**src/rtl/btn_pkg.sv**
```systemverilog
// Shared state encoding and default 100 MHz timing for the button conditioner.
package btn_pkg;

  typedef enum logic [2:0] {
    IDLE       = 3'd0,
    DB_PRESS   = 3'd1,
    PRESSED    = 3'd2,
    HELD       = 3'd3,
    DB_RELEASE = 3'd4
  } btn_state_t;

  localparam int unsigned DEF_NUM_BTN         = 32'd3;
  localparam int unsigned DEF_DEBOUNCE_CYCLES = 32'd1000000;
  localparam int unsigned DEF_HOLD_CYCLES     = 32'd100000000;
  localparam int unsigned DEF_REPEAT_CYCLES   = 32'd25000000;

  function automatic int unsigned max3(input int unsigned a, input int unsigned b,
                                       input int unsigned c);
    int unsigned m;
    m = a;
    if (b > m) m = b;
    if (c > m) m = c;
    return m;
  endfunction

endpackage

```
**src/rtl/btn_channel.sv**
```systemverilog
// One button: 2-flop synchronizer, debounce FSM, long-press and auto-repeat counters.
import btn_pkg::*;

module btn_channel #(
  parameter int unsigned DEBOUNCE_CYCLES = DEF_DEBOUNCE_CYCLES,
  parameter int unsigned HOLD_CYCLES     = DEF_HOLD_CYCLES,
  parameter int unsigned REPEAT_CYCLES   = DEF_REPEAT_CYCLES,
  parameter int unsigned BTN_ACTIVE_LOW  = 32'd0,
  parameter int unsigned CNT_W           = 32'd8
) (
  input  logic clock,
  input  logic reset_n,
  input  logic btn_raw,
  output logic btn_level,
  output logic press_pulse,
  output logic release_pulse,
  output logic hold_pulse,
  output logic repeat_pulse
);

  localparam logic [CNT_W-1:0] DB_TERM   = CNT_W'(DEBOUNCE_CYCLES - 32'd1);
  localparam logic [CNT_W-1:0] HOLD_TERM = CNT_W'(HOLD_CYCLES - 32'd1);
  localparam logic [CNT_W-1:0] REP_TERM  =
    CNT_W'((REPEAT_CYCLES == 32'd0) ? 32'd0 : (REPEAT_CYCLES - 32'd1));
  localparam logic [CNT_W-1:0] ONE       = CNT_W'(32'd1);
  localparam logic             REPEAT_EN = (REPEAT_CYCLES != 32'd0);
  localparam logic             INV       = 1'(BTN_ACTIVE_LOW);

  logic             s1_r, s2_r;
  btn_state_t       state_r;
  logic [CNT_W-1:0] cnt_r, hold_cnt_r, rep_cnt_r;
  logic             held_flag_r;
  logic             level_r, press_r, release_r, hold_r, repeat_r;

  // Two-stage synchronizer with optional polarity inversion
  always_ff @(posedge clock or negedge reset_n) begin
    if (!reset_n) begin
      s1_r <= 1'b0;
      s2_r <= 1'b0;
    end else begin
      s1_r <= btn_raw ^ INV;
      s2_r <= s1_r;
    end
  end

  // Debounce / hold / repeat FSM with registered outputs
  always_ff @(posedge clock or negedge reset_n) begin
    if (!reset_n) begin
      state_r     <= IDLE;
      cnt_r       <= '0;
      hold_cnt_r  <= '0;
      rep_cnt_r   <= '0;
      held_flag_r <= 1'b0;
      level_r     <= 1'b0;
      press_r     <= 1'b0;
      release_r   <= 1'b0;
      hold_r      <= 1'b0;
      repeat_r    <= 1'b0;
    end else begin
      press_r   <= 1'b0;
      release_r <= 1'b0;
      hold_r    <= 1'b0;
      repeat_r  <= 1'b0;
      case (state_r)
        IDLE: begin
          if (s2_r) begin
            state_r <= DB_PRESS;
            cnt_r   <= '0;
          end
        end
        DB_PRESS: begin
          if (!s2_r) begin
            state_r <= IDLE;
          end else if (cnt_r == DB_TERM) begin
            state_r     <= PRESSED;
            press_r     <= 1'b1;
            level_r     <= 1'b1;
            hold_cnt_r  <= '0;
            held_flag_r <= 1'b0;
          end else begin
            cnt_r <= cnt_r + ONE;
          end
        end
        PRESSED: begin
          if (!s2_r) begin
            state_r <= DB_RELEASE;
            cnt_r   <= '0;
          end else if (hold_cnt_r == HOLD_TERM) begin
            state_r     <= HELD;
            hold_r      <= 1'b1;
            held_flag_r <= 1'b1;
            rep_cnt_r   <= '0;
          end else begin
            hold_cnt_r <= hold_cnt_r + ONE;
          end
        end
        HELD: begin
          if (!s2_r) begin
            state_r <= DB_RELEASE;
            cnt_r   <= '0;
          end else if (REPEAT_EN) begin
            if (rep_cnt_r == REP_TERM) begin
              repeat_r  <= 1'b1;
              rep_cnt_r <= '0;
            end else begin
              rep_cnt_r <= rep_cnt_r + ONE;
            end
          end
        end
        DB_RELEASE: begin
          // The return edge counts as a pressed cycle, so a bounce costs only the low cycles
          if (s2_r) begin
            if (held_flag_r) begin
              state_r <= HELD;
              if (REPEAT_EN && (rep_cnt_r != REP_TERM)) rep_cnt_r <= rep_cnt_r + ONE;
            end else begin
              state_r <= PRESSED;
              if (hold_cnt_r != HOLD_TERM) hold_cnt_r <= hold_cnt_r + ONE;
            end
          end else if (cnt_r == DB_TERM) begin
            state_r   <= IDLE;
            release_r <= 1'b1;
            level_r   <= 1'b0;
          end else begin
            cnt_r <= cnt_r + ONE;
          end
        end
        default: begin
          state_r <= IDLE;
          level_r <= 1'b0;
        end
      endcase
    end
  end

  assign btn_level     = level_r;
  assign press_pulse   = press_r;
  assign release_pulse = release_r;
  assign hold_pulse    = hold_r;
  assign repeat_pulse  = repeat_r;

endmodule

```
**src/rtl/button_conditioner.sv**
```systemverilog
// Conditions NUM_BTN raw push-buttons into debounced levels and one-cycle event strobes.
import btn_pkg::*;

module button_conditioner #(
  parameter int unsigned NUM_BTN         = DEF_NUM_BTN,
  parameter int unsigned DEBOUNCE_CYCLES = DEF_DEBOUNCE_CYCLES,
  parameter int unsigned HOLD_CYCLES     = DEF_HOLD_CYCLES,
  parameter int unsigned REPEAT_CYCLES   = DEF_REPEAT_CYCLES,
  parameter int unsigned BTN_ACTIVE_LOW  = 32'd0
) (
  input  logic               clock,
  input  logic               reset_n,
  input  logic [NUM_BTN-1:0] btn_raw,
  output logic [NUM_BTN-1:0] btn_level,
  output logic [NUM_BTN-1:0] press_pulse,
  output logic [NUM_BTN-1:0] release_pulse,
  output logic [NUM_BTN-1:0] hold_pulse,
  output logic [NUM_BTN-1:0] repeat_pulse
);

  localparam int unsigned CNT_W =
    $clog2(max3(DEBOUNCE_CYCLES, HOLD_CYCLES, REPEAT_CYCLES)) + 32'd1;

  for (genvar i = 0; i < NUM_BTN; i++) begin : g_ch
    btn_channel #(
      .DEBOUNCE_CYCLES (DEBOUNCE_CYCLES),
      .HOLD_CYCLES     (HOLD_CYCLES),
      .REPEAT_CYCLES   (REPEAT_CYCLES),
      .BTN_ACTIVE_LOW  (BTN_ACTIVE_LOW),
      .CNT_W           (CNT_W)
    ) u_ch (
      .clock         (clock),
      .reset_n       (reset_n),
      .btn_raw       (btn_raw[i]),
      .btn_level     (btn_level[i]),
      .press_pulse   (press_pulse[i]),
      .release_pulse (release_pulse[i]),
      .hold_pulse    (hold_pulse[i]),
      .repeat_pulse  (repeat_pulse[i])
    );
  end

endmodule
```
**config.mk**
```make
export PLATFORM = sky130hd
export DESIGN_NAME = button_conditioner
export DESIGN_NICKNAME = d
export VERILOG_FILES = /design/src/rtl/btn_pkg.sv /design/src/rtl/btn_channel.sv /design/src/rtl/button_conditioner.sv
export SDC_FILE = /design/constraint.sdc
export NUM_CORES = 1
export LEC_CHECK = 0
export CAP_MARGIN = 20
export CORE_ASPECT_RATIO = 0.7
export CORE_MARGIN = 2
export CORE_UTILIZATION = 54
export DETAILED_ROUTE_END_ITERATION = 12
export PLACE_DENSITY = 0.8
export SETUP_SLACK_MARGIN = 0.3
export SYNTH_ARGS = -nofsm -noshare
export SYNTH_HDL_FRONTEND = slang
export SYNTH_SLANG_ARGS = --single-unit
```
**constraint.sdc**
```tcl
create_clock -name clock -period 5.4 [get_ports clock]
set_input_delay 1.35 -clock clock [delete_from_list [all_inputs] [get_ports clock]]
set_output_delay 1.35 -clock clock [all_outputs]
set_load 0.02 [all_outputs]
```
==> flow_metrics.env, run 1 <==
export IMPL_ioPinCount=20
export IMPL_grt_pass1_wl_mm=66.2
export IMPL_fin_crit_sh_pct=61.3
export IMPL_maxSlewViolCount=0
export IMPL_dp_cells=2204
export IMPL_arrival_ps=3750
export IMPL_ys_async_sr_fraction_pct=100
export IMPL_ys_types=84
export IMPL_fp_dieW_um=211
export IMPL_drt_wl_total_mm=38.9
export IMPL_grt_pass1_vias=13700
export IMPL_portBuffers=19
export IMPL_hold_class="flip-flop to flip-flop"
export IMPL_path_cells="ha_1, nand3_1, or3_1, o31a_1, o22a_1, buf_4, nand2b_1, o41ai_1"
export IMPL_drv_cap=0
export IMPL_rsz0062_at_grt="false"
export IMPL_chipHeight_um=149
export IMPL_vias_per_cell=6.55
export IMPL_fillCellCount=2520
export IMPL_tightest_slew_ps=1060
export IMPL_clkTransAtPathRegs_ps=60
export IMPL_drt_iter0_drc=1596
export IMPL_post_cts_setup_buffers=0
export IMPL_die_area_um2=31500
export IMPL_crit_type="flip-flop to flip-flop"
export IMPL_fp_row_count=53
export IMPL_yosysTopAreaCell="dfrtp_1"
export IMPL_cts_sinks=285
export IMPL_yosys_top_cells_count="dfrtp_1, nand2_1, nor2_1, o21ai_0, a21oi_1"
export IMPL_hold_violations=0
export IMPL_syn2layout_area_growth_pct=8.85
export IMPL_timing_final_ws_setup_ps=2090
export IMPL_cp_slowest_stage_delay_ps=560
export IMPL_gp_congestion=0.872
export IMPL_cts_buffer_depth=3
export IMPL_grt_overflow=0
export IMPL_coreArea_um2=29800
export IMPL_wl_per_cell_um=17.2
export IMPL_netlist_area_um2=16300
export IMPL_dp_slack_ps=2200
export IMPL_vias=14800
export IMPL_cts_resized_gates=0
export IMPL_synthTopCellsByArea="dfrtp_1, o21ai_0, nand2_1, a21oi_1, a31oi_1"
export IMPL_powerDensity_nw_per_um2=262
export IMPL_dpl_hpwl_mm=25.6
export IMPL_fin_crit_ps=3310
export IMPL_skew_ps=28.4
export IMPL_cts_hold_buf=0
export IMPL_synth_edf_count=0
export IMPL_drc=0
export IMPL_grtUsageTotal_pct=24.7
export IMPL_status="finished, final reports clean"
export IMPL_cts_tree="done"
export IMPL_setup_worst_path_end_class="flip-flop"
export IMPL_dr_pass1_iters=5
export IMPL_finalSetupViolCount=0
export IMPL_synth_yosys_seq_area_share_pct=43.8
export IMPL_worstSetupStartpointType="flip-flop"
export IMPL_root_buffer="clkbuf_16"
export IMPL_max_clock_freq_mhz=302
export IMPL_htree_levels=1
export IMPL_synthCells=1892
export IMPL_synth_top_area_share_pct=43.8
export IMPL_synthesis_nets=1906
export IMPL_yosysMostFrequentCell="dfrtp_1"
export IMPL_critPathMaxFanout=34
export IMPL_tns_ps=0
export IMPL_yosys_register_bits=285
export IMPL_start_util_pct=54.5
export IMPL_fin_cells=2262
export IMPL_numCtsBuffers=30
export IMPL_clkLatencyLatePin_ps=570
export IMPL_yosysWarnings=0
export IMPL_syn_area_per_cell_um2=8.60
export IMPL_relSlewSlack_pct=29.2
export IMPL_irDropWorstVdd_mv=0.210
export IMPL_cellLeakagePower_nw=7.04
export IMPL_synth_main_ff_cell="dfrtp_1"
export IMPL_slowest_stage="nand2b_1"
export IMPL_final_nets=1868
export IMPL_drive_above_1_share_pct=6.71
export IMPL_grt_max_degree=135
export IMPL_critical_path_required_ps=5840
export IMPL_drt_antenna_violating_nets=0
export IMPL_diodes=0
export IMPL_antenna_found_initial=0
[per-stage QoR]
step | instance area [um2] | hold WS, ps | util, % | power [mW]
2_1_floorplan | 16300 | 331 | - | 2.41
3_3_place_gp | 16600 | 338 | 55.7 | 2.51
3_5_place_dp | 16600 | 339 | 55.7 | 2.52
4_1_cts | 17700 | 352 | 59.2 | 4.68
5_1_grt | 17700 | 367 | 59.3 | 4.81
6_report | 17700 | 351 | 59.3 | 4.63
[cells by family (layout without fill, tap and decap cells)]
kind of cell / count (synthesis) / in the layout / share of synthesized area (%)
DFF: 285 / 285 / 43.8
and+or+nand+nor: 840 / 840 / 27.4
xor gates and xnor gates: 28 / 28 / 1.51
buffers and inverters: 167 / 152 / 4.35
adders and majority gates: 9 / 9 / 0.692
AOI/OAI and AO/OA: 553 / 553 / 21.6
muxes: 10 / 10 / 0.631
[sequential cells by signal, indices dropped and copies added (netlist names), 9 cells and up]
signal / cells
g_ch.u_ch.rep_cnt_r: 84
g_ch.u_ch.state_r: 9
g_ch.u_ch.cnt_r: 84
g_ch.u_ch.hold_cnt_r: 84
[cells in the final DEF (no fill, tap or decap), types with 31 or more instances in the layout]
cell,count
nand3_1,99
o21ai_0,145
nand4_1,66
or3_1,31
a31oi_1,93
and4_1,32
nand2b_1,33
nor2_1,153
nor3_1,57
clkbuf_16,31
and3_1,35
inv_1,52
dfrtp_1,285
nand2_1,191
a21oi_1,126
[cell type report]
| class | count | area, um2 | share of cell area, % |
|---|---|---|---|
| Multi-Input combinational cell | 1440 | 8460 | 47.8 |
| Sequential cell | 285 | 7130 | 40.3 |
| Clock buffer | 41 | 903 | 5.10 |
| Tap cell | 385 | 482 | 2.72 |
| Timing Repair Buffer | 45 | 399 | 2.25 |
| Inverter | 52 | 195 | 1.10 |
| Clock inverter | 14 | 139 | 0.784 |
[worst max-delay path: cells and delay by family (launching register included)]
family	cells	cell delay, ps
and+or+nand+nor	3	1260
AOI/OAI and AO/OA	3	1070
DFF	1	380
buffers and inverters	1	230
adders and majority gates	1	220
[path summary, 6_finish.rpt]
kind                                                   startpoint                                     end  slack (ps)  cells past startpoint
min in group asynchronous                                 reset_n  g_ch[2].u_ch.rep_cnt_r[22]$_DFFE_PN0P_         900                      1
hold reg to reg                       g_ch[0].u_ch.s1_r$_DFF_PN0_             g_ch[0].u_ch.s2_r$_DFF_PN0_         350                      0
hold / removal                        g_ch[0].u_ch.s1_r$_DFF_PN0_             g_ch[0].u_ch.s2_r$_DFF_PN0_         350                      0
max in group asynchronous                                 reset_n  g_ch[1].u_ch.hold_cnt_r[0]$_DFFE_PN0P_        3350                      2
setup / recovery           g_ch[1].u_ch.hold_cnt_r[1]$_DFFE_PN0P_  g_ch[1].u_ch.rep_cnt_r[14]$_DFFE_PN0P_        2090                      8
setup reg to reg           g_ch[1].u_ch.hold_cnt_r[1]$_DFFE_PN0P_  g_ch[1].u_ch.rep_cnt_r[14]$_DFFE_PN0P_        2090                      8
[power by group]
part	total [mW]	switching (mW)	internal [mW]
Sequential	2.20	0.0460	2.16
Clock	2.15	0.889	1.27
Combinational	0.277	0.201	0.0756
[metal layers]
layer  global-route usage [%]  up-vias  share of wire, %
li1                         -     7047                 -
met1                     37.2     7220                48
met2                     37.8      502                45
met3                     3.39       58               5.9
met4                     6.06        0               1.6
met5                        0        -                 0
No activity file was read; power rests on OpenSTA's default activity.
==> run 2: changes to the inputs <==
==> constraint.sdc (replaced) <==
create_clock -name clock -period 3.3 [get_ports clock]
set_input_delay 0.825 -clock clock [delete_from_list [all_inputs] [get_ports clock]]
set_output_delay 0.825 -clock clock [all_outputs]
set_load 0.02 [all_outputs]
==> run 2 against run 1 <==
Combinational power grew 76%; clock power grew 60%; global-route usage shrank 0.36 points; count of clock-buffer cells in the layout grew 2; register-to-register slack lost 1600 ps; critical path depth shrank 1; wire length shrank 0.60%; setup slack lost 1600 ps.
==> flow_metrics.env, run 2 (synthesis results as in run 1) <==
export IMPL_cp_slowest_stage_delay_ps=560
export IMPL_dp_cells=2220
export IMPL_cts_hold_buf=0
export IMPL_cellLeakagePower_nw=7.11
export IMPL_drt_antenna_violating_nets=0
export IMPL_fp_dieW_um=211
export IMPL_root_buffer="clkbuf_16"
export IMPL_status="finished, final reports clean"
export IMPL_critPathMaxFanout=9
export IMPL_drt_iter0_drc=1713
export IMPL_irDropWorstVdd_mv=0.342
export IMPL_ioPinCount=20
export IMPL_vias_per_cell=6.53
export IMPL_dr_pass1_iters=6
export IMPL_hold_class="input port to asynchronous set/reset pin"
export IMPL_fin_crit_sh_pct=86.2
export IMPL_fin_crit_ps=2840
export IMPL_htree_levels=1
export IMPL_antenna_found_initial=0
export IMPL_cts_buffer_depth=3
export IMPL_drt_wl_total_mm=38.7
export IMPL_powerDensity_nw_per_um2=422
export IMPL_chipHeight_um=149
export IMPL_gp_congestion=0.887
export IMPL_numCtsBuffers=29
export IMPL_maxSlewViolCount=0
export IMPL_vias=14900
export IMPL_drv_cap=0
export IMPL_cts_tree="done"
export IMPL_cp_buffers_inverters=1
export IMPL_grt_pass1_vias=13200
export IMPL_rsz0062_at_grt="false"
export IMPL_critical_path_required_ps=3810
export IMPL_hold_violations=0
export IMPL_relSlewSlack_pct=31.7
export IMPL_wl_per_cell_um=17.0
export IMPL_tightest_slew_ps=1020
export IMPL_die_area_um2=31500
export IMPL_crit_family="simple AND/OR/NAND/NOR gates"
export IMPL_fp_row_count=53
export IMPL_slowest_stage="or4_1"
export IMPL_start_util_pct=54.5
export IMPL_worst_path_most_repeated_cell="or4_1"
export IMPL_clkTransAtPathRegs_ps=60
export IMPL_final_cell_mix="dfrtp_1, nand2_1, nor2_1"
export IMPL_diodes=0
export IMPL_worstSetupStartpointType="flip-flop"
export IMPL_drive_above_1_share_pct=6.99
export IMPL_grt_overflow=0
export IMPL_reg_top3="g_ch.u_ch.cnt_r: 84 flops, g_ch.u_ch.hold_cnt_r: 84 flops, g_ch.u_ch.rep_cnt_r: 84 flops"
export IMPL_cts_sinks=285
export IMPL_drc=0
export IMPL_grtUsageTotal_pct=24.4
export IMPL_portBuffers=19
export IMPL_crit_type="flip-flop to flip-flop"
export IMPL_fin_cells=2274
export IMPL_skew_ps=19.1
export IMPL_dpl_hpwl_mm=25.9
export IMPL_syn2layout_area_growth_pct=9.55
export IMPL_clkLatencyLatePin_ps=560
export IMPL_finalSetupViolCount=0
export IMPL_max_clock_freq_mhz=352
export IMPL_final_nets=1882
export IMPL_final_common_cell="dfrtp_1"
export IMPL_path_cells="or4_1, or4_1, o21ai_1, a31oi_1, buf_4, a211oi_1, a31o_2"
export IMPL_tns_ps=0
export IMPL_grt_max_degree=67
export IMPL_coreArea_um2=29800
export IMPL_arrival_ps=3350
export IMPL_grt_pass1_wl_mm=64.9
export IMPL_setup_worst_path_end_class="flip-flop"
[run 2: changes by cell type in the layout (fill, tap and decap cells not counted), moves of 2 or more]
cell,previous run,this run
clkbuf_16,31,29
clkbuf_1,1,9
buf_4,23,36
clkinv_2,7,4
buf_12,0,4
o21ai_0,145,143
clkbuf_8,9,5
bufinv_16,2,4
clkinvlp_4,2,0
o21ai_1,3,5
[run 2: final timing paths]
| kind | startpoint | endpoint | slack [ps] | cells past startpoint |
|---|---|---|---|---|
| min in group clock | g_ch[0].u_ch.s1_r$_DFF_PN0_ | g_ch[0].u_ch.s2_r$_DFF_PN0_ | 350 | 0 |
| worst min register to register | g_ch[0].u_ch.s1_r$_DFF_PN0_ | g_ch[0].u_ch.s2_r$_DFF_PN0_ | 350 | 0 |
| max in group asynchronous | reset_n | g_ch[1].u_ch.rep_cnt_r[11]$_DFFE_PN0P_ | 2360 | 2 |
| worst max register to register | g_ch[1].u_ch.cnt_r[7]$_DFFE_PN0P_ | g_ch[1].u_ch.cnt_r[16]$_DFFE_PN0P_ | 460 | 7 |
| worst max-delay path | g_ch[1].u_ch.cnt_r[7]$_DFFE_PN0P_ | g_ch[1].u_ch.cnt_r[16]$_DFFE_PN0P_ | 460 | 7 |
| worst min-delay path | reset_n | g_ch[2].u_ch.rep_cnt_r[25]$_DFFE_PN0P_ | 220 | 1 |
[run 2: repair_timing]
item                                    in CTS  in global routing
endpoints found under the setup margin       0                 14
gates resized for setup                      0                  5
setup buffers                                0                  0
[run 2: through the flow]
stage	instance area (um2)	utilization, %	total power [mW]	hold slack [ps]	worst slack [ps]
after floorplan	16300	-	3.94	331	804
after global placement	16800	56.3	4.12	331	492
after detailed placement	16800	56.3	4.14	335	335
after CTS	17800	59.6	7.58	235	324
after global routing	17800	59.7	7.79	254	306
final	17800	59.7	7.52	220	456
[run 2: layer usage]
layer / track usage (%) / wire length (um)
met3: 3.31 / 2670
met5: 0 / 0
met4: 5.63 / 693
met2: 35.6 / 16800
met1: 38.2 / 18500
[run 2: layout make-up]
| class | instances | area (um2) |
|---|---|---|
| Clock inverter | 9 | 149 |
| Clock buffer | 43 | 828 |
| Sequential cell | 285 | 7130 |
| Multi-Input combinational cell | 1440 | 8470 |
| Timing Repair Buffer | 60 | 561 |
| Tap cell | 385 | 482 |
| Fill cell | 2521 | 12000 |
| Inverter | 52 | 195 |
[run 2: where the power goes]
group / internal, mW / leakage, nW / total (mW) / switching (mW)
Combinational: 0.143 / 2.68 / 0.488 / 0.344
Sequential: 3.53 / 3.96 / 3.60 / 0.0653
Clock: 2.04 / 0.480 / 3.44 / 1.40
==> run 3: changes to the inputs <==
--- a/config.mk
+++ b/config.mk
@@ -9,7 +9,9 @@
 export CORE_ASPECT_RATIO = 0.7
 export CORE_MARGIN = 2
 export CORE_UTILIZATION = 54
+export CTS_CLUSTER_DIAMETER = 120
 export DETAILED_ROUTE_END_ITERATION = 12
+export MAX_ROUTING_LAYER = met4
 export PLACE_DENSITY = 0.8
 export SETUP_SLACK_MARGIN = 0.3
 export SYNTH_ARGS = -nofsm -noshare
==> run 3 against run 2 <==
Wire length is 0.47% higher; sequential share of layout area is 0.31 points higher; critical path type unchanged; register-to-register slack improved by 30 ps; core utilization is 0.46 points lower; fmax up 1.1%; cell count is 0.35% lower; via count down 0.52%; largest power group unchanged.
==> flow_metrics.env, run 3 (synthesis results as in run 1) <==
export IMPL_status="finished, final reports clean"
export IMPL_die_area_um2=31500
export IMPL_htree_levels=1
export IMPL_final_common_cell="dfrtp_1"
export IMPL_finalInstanceArea_um2=17700
export IMPL_tightest_slew_ps=1000
export IMPL_endpoint="g_ch[1].u_ch.rep_cnt_r[8]$_DFFE_PN0P_"
export IMPL_wl_per_cell_um=17.2
export IMPL_reg2reg_depth=8
export IMPL_drt_wl_total_mm=38.9
export IMPL_cts_sinks=285
export IMPL_start_util_pct=54.5
export IMPL_hold_ws_ps=216
export IMPL_cts_tree="done"
export IMPL_fin_crit_sh_pct=85.3
export IMPL_arrival_ps=3240
export IMPL_antenna_found_initial=0
export IMPL_syn2layout_area_growth_pct=8.71
export IMPL_reg_top3="g_ch.u_ch.cnt_r: 84 flops, g_ch.u_ch.hold_cnt_r: 84 flops, g_ch.u_ch.rep_cnt_r: 84 flops"
export IMPL_crit_family="simple AND/OR/NAND/NOR gates"
export IMPL_cts_buffer_depth=3
export IMPL_max_clock_freq_mhz=355
export IMPL_fin_crit_ps=2810
export IMPL_cp_num_cells=8
export IMPL_critPathMaxFanout=13
export IMPL_chipHeight_um=149
export IMPL_hold_violations=0
export IMPL_relSlewSlack_pct=32.7
export IMPL_cp_buffers_inverters=1
export IMPL_reg2reg_setup_slack_ps=490
export IMPL_grtUsageTotal_pct=25.5
export IMPL_skew_ps=15.3
export IMPL_path_cells="ha_1, nand3_1, or3_1, o31a_1, o22a_1, nand2b_2, buf_4, o41ai_1"
export IMPL_powerDensity_nw_per_um2=403
export IMPL_postPlaceCellArea_um2=16800
export IMPL_final_nets=1883
export IMPL_coreArea_um2=29800
export IMPL_worstSetupStartpointType="flip-flop"
export IMPL_root_buffer="clkbuf_16"
export IMPL_drt_antenna_violating_nets=0
export IMPL_finalSetupViolCount=0
export IMPL_final_cell_mix="dfrtp_1, nand2_1, nor2_1"
export IMPL_grt_overflow=0
export IMPL_hold_class="input port to asynchronous set/reset pin"
export IMPL_grt_pass1_vias=13500
export IMPL_dp_cells=2222
export IMPL_maxSlewViolCount=0
export IMPL_crit_type="flip-flop to flip-flop"
export IMPL_portBuffers=19
export IMPL_timing_rr_end="g_ch[1].u_ch.rep_cnt_r[8]$_DFFE_PN0P_"
export IMPL_clkLatencyLatePin_ps=560
export IMPL_tns_ps=0
export IMPL_grt_max_degree=70
export IMPL_grt_pass1_wl_mm=65.9
export IMPL_vias_per_cell=6.52
export IMPL_postLayoutCoreUtil_pct=59.3
export IMPL_drc=0
export IMPL_fin_cells=2266
export IMPL_vias=14800
export IMPL_ioPinCount=20
export IMPL_numCtsBuffers=29
export IMPL_setup_worst_path_end_class="flip-flop"
export IMPL_drt_iter0_drc=1623
export IMPL_fp_dieW_um=211
export IMPL_dpl_hpwl_mm=26.1
export IMPL_diodes=0
export IMPL_crit_start="g_ch[1].u_ch.hold_cnt_r[0]$_DFFE_PN0P_"
export IMPL_drv_cap=0
export IMPL_r2r_start="g_ch[1].u_ch.hold_cnt_r[0]$_DFFE_PN0P_"
export IMPL_fp_row_count=53
export IMPL_cellLeakagePower_nw=7.05
export IMPL_slowest_stage="or3_1"
export IMPL_post_cts_setup_buffers=0
export IMPL_gp_congestion=0.930
export IMPL_cp_slowest_stage_delay_ps=480
export IMPL_dr_pass1_iters=6
export IMPL_critical_path_required_ps=3730
export IMPL_irDropWorstVdd_mv=0.339
export IMPL_drive_above_1_share_pct=7.18
export IMPL_rsz0062_at_grt="false"
export IMPL_clkTransAtPathRegs_ps=60
[run 3: how the worst min path moves through the flow]
stage / start / end / depth (start not counted)
finish: reset_n / g_ch[2].u_ch.rep_cnt_r[20]$_DFFE_PN0P_ / 1
global route: reset_n / g_ch[2].u_ch.rep_cnt_r[18]$_DFFE_PN0P_ / 1
CTS: reset_n / g_ch[2].u_ch.rep_cnt_r[22]$_DFFE_PN0P_ / 1
detailed placement: g_ch[0].u_ch.s1_r$_DFF_PN0_ / g_ch[0].u_ch.s2_r$_DFF_PN0_ / 0
global placement: g_ch[2].u_ch.s1_r$_DFF_PN0_ / g_ch[2].u_ch.s2_r$_DFF_PN0_ / 0
floorplan: g_ch[0].u_ch.s1_r$_DFF_PN0_ / g_ch[0].u_ch.s2_r$_DFF_PN0_ / 0
[run 3: what timing repair did]
item / in CTS / in global routing
hold endpoints to repair: 0 / 0
gates resized for setup: 0 / 8
setup endpoints to repair: 0 / 17
hold buffers: 0 / 0
[run 3: per-stage QoR]
stage               power, mW  setup slack (ps)
finish                   7.12               486
global route             7.41               296
CTS                      7.18               341
detailed placement       4.14               337
global placement         4.12               330
floorplan                3.94               804
[run 3: area by class of cell]
| type | count | area [um2] |
|---|---|---|
| Sequential cell | 285 | 7130 |
| Timing Repair Buffer | 61 | 556 |
| Tap cell | 385 | 482 |
| Inverter | 52 | 195 |
| Clock buffer | 31 | 743 |
| Clock inverter | 12 | 85.1 |
| Multi-Input combinational cell | 1440 | 8490 |
| Fill cell | 2543 | 12200 |
[run 3: worst reg2reg max path, cell delays in order, from the launching register on]
cell and delay, ps:
dfrtp_1 400, ha_1 220, nand3_1 170, or3_1 480
o31a_1 370, o22a_1 240, nand2b_2 270, buf_4 250
o41ai_1 280
[run 3: report_power, final]
group | switching, mW | total [mW] | internal (mW) | leakage (nW)
Sequential | 0.0641 | 3.59 | 3.53 | 3.96
Combinational | 0.343 | 0.484 | 0.141 | 2.67
Clock | 1.37 | 3.04 | 1.67 | 0.423
Total | 1.77 | 7.12 | 5.35 | 7.05
[run 3: metal layers]
layer	track usage, %	vias to the layer above	part of all wire, %	wire length, um
met5	-	-	0	0
met1	37.9	7195	49	18900
li1	-	7074	-	-
met3	3.66	44	6.1	2360
met2	37.2	467	44	17100
met4	4.96	0	1.3	524
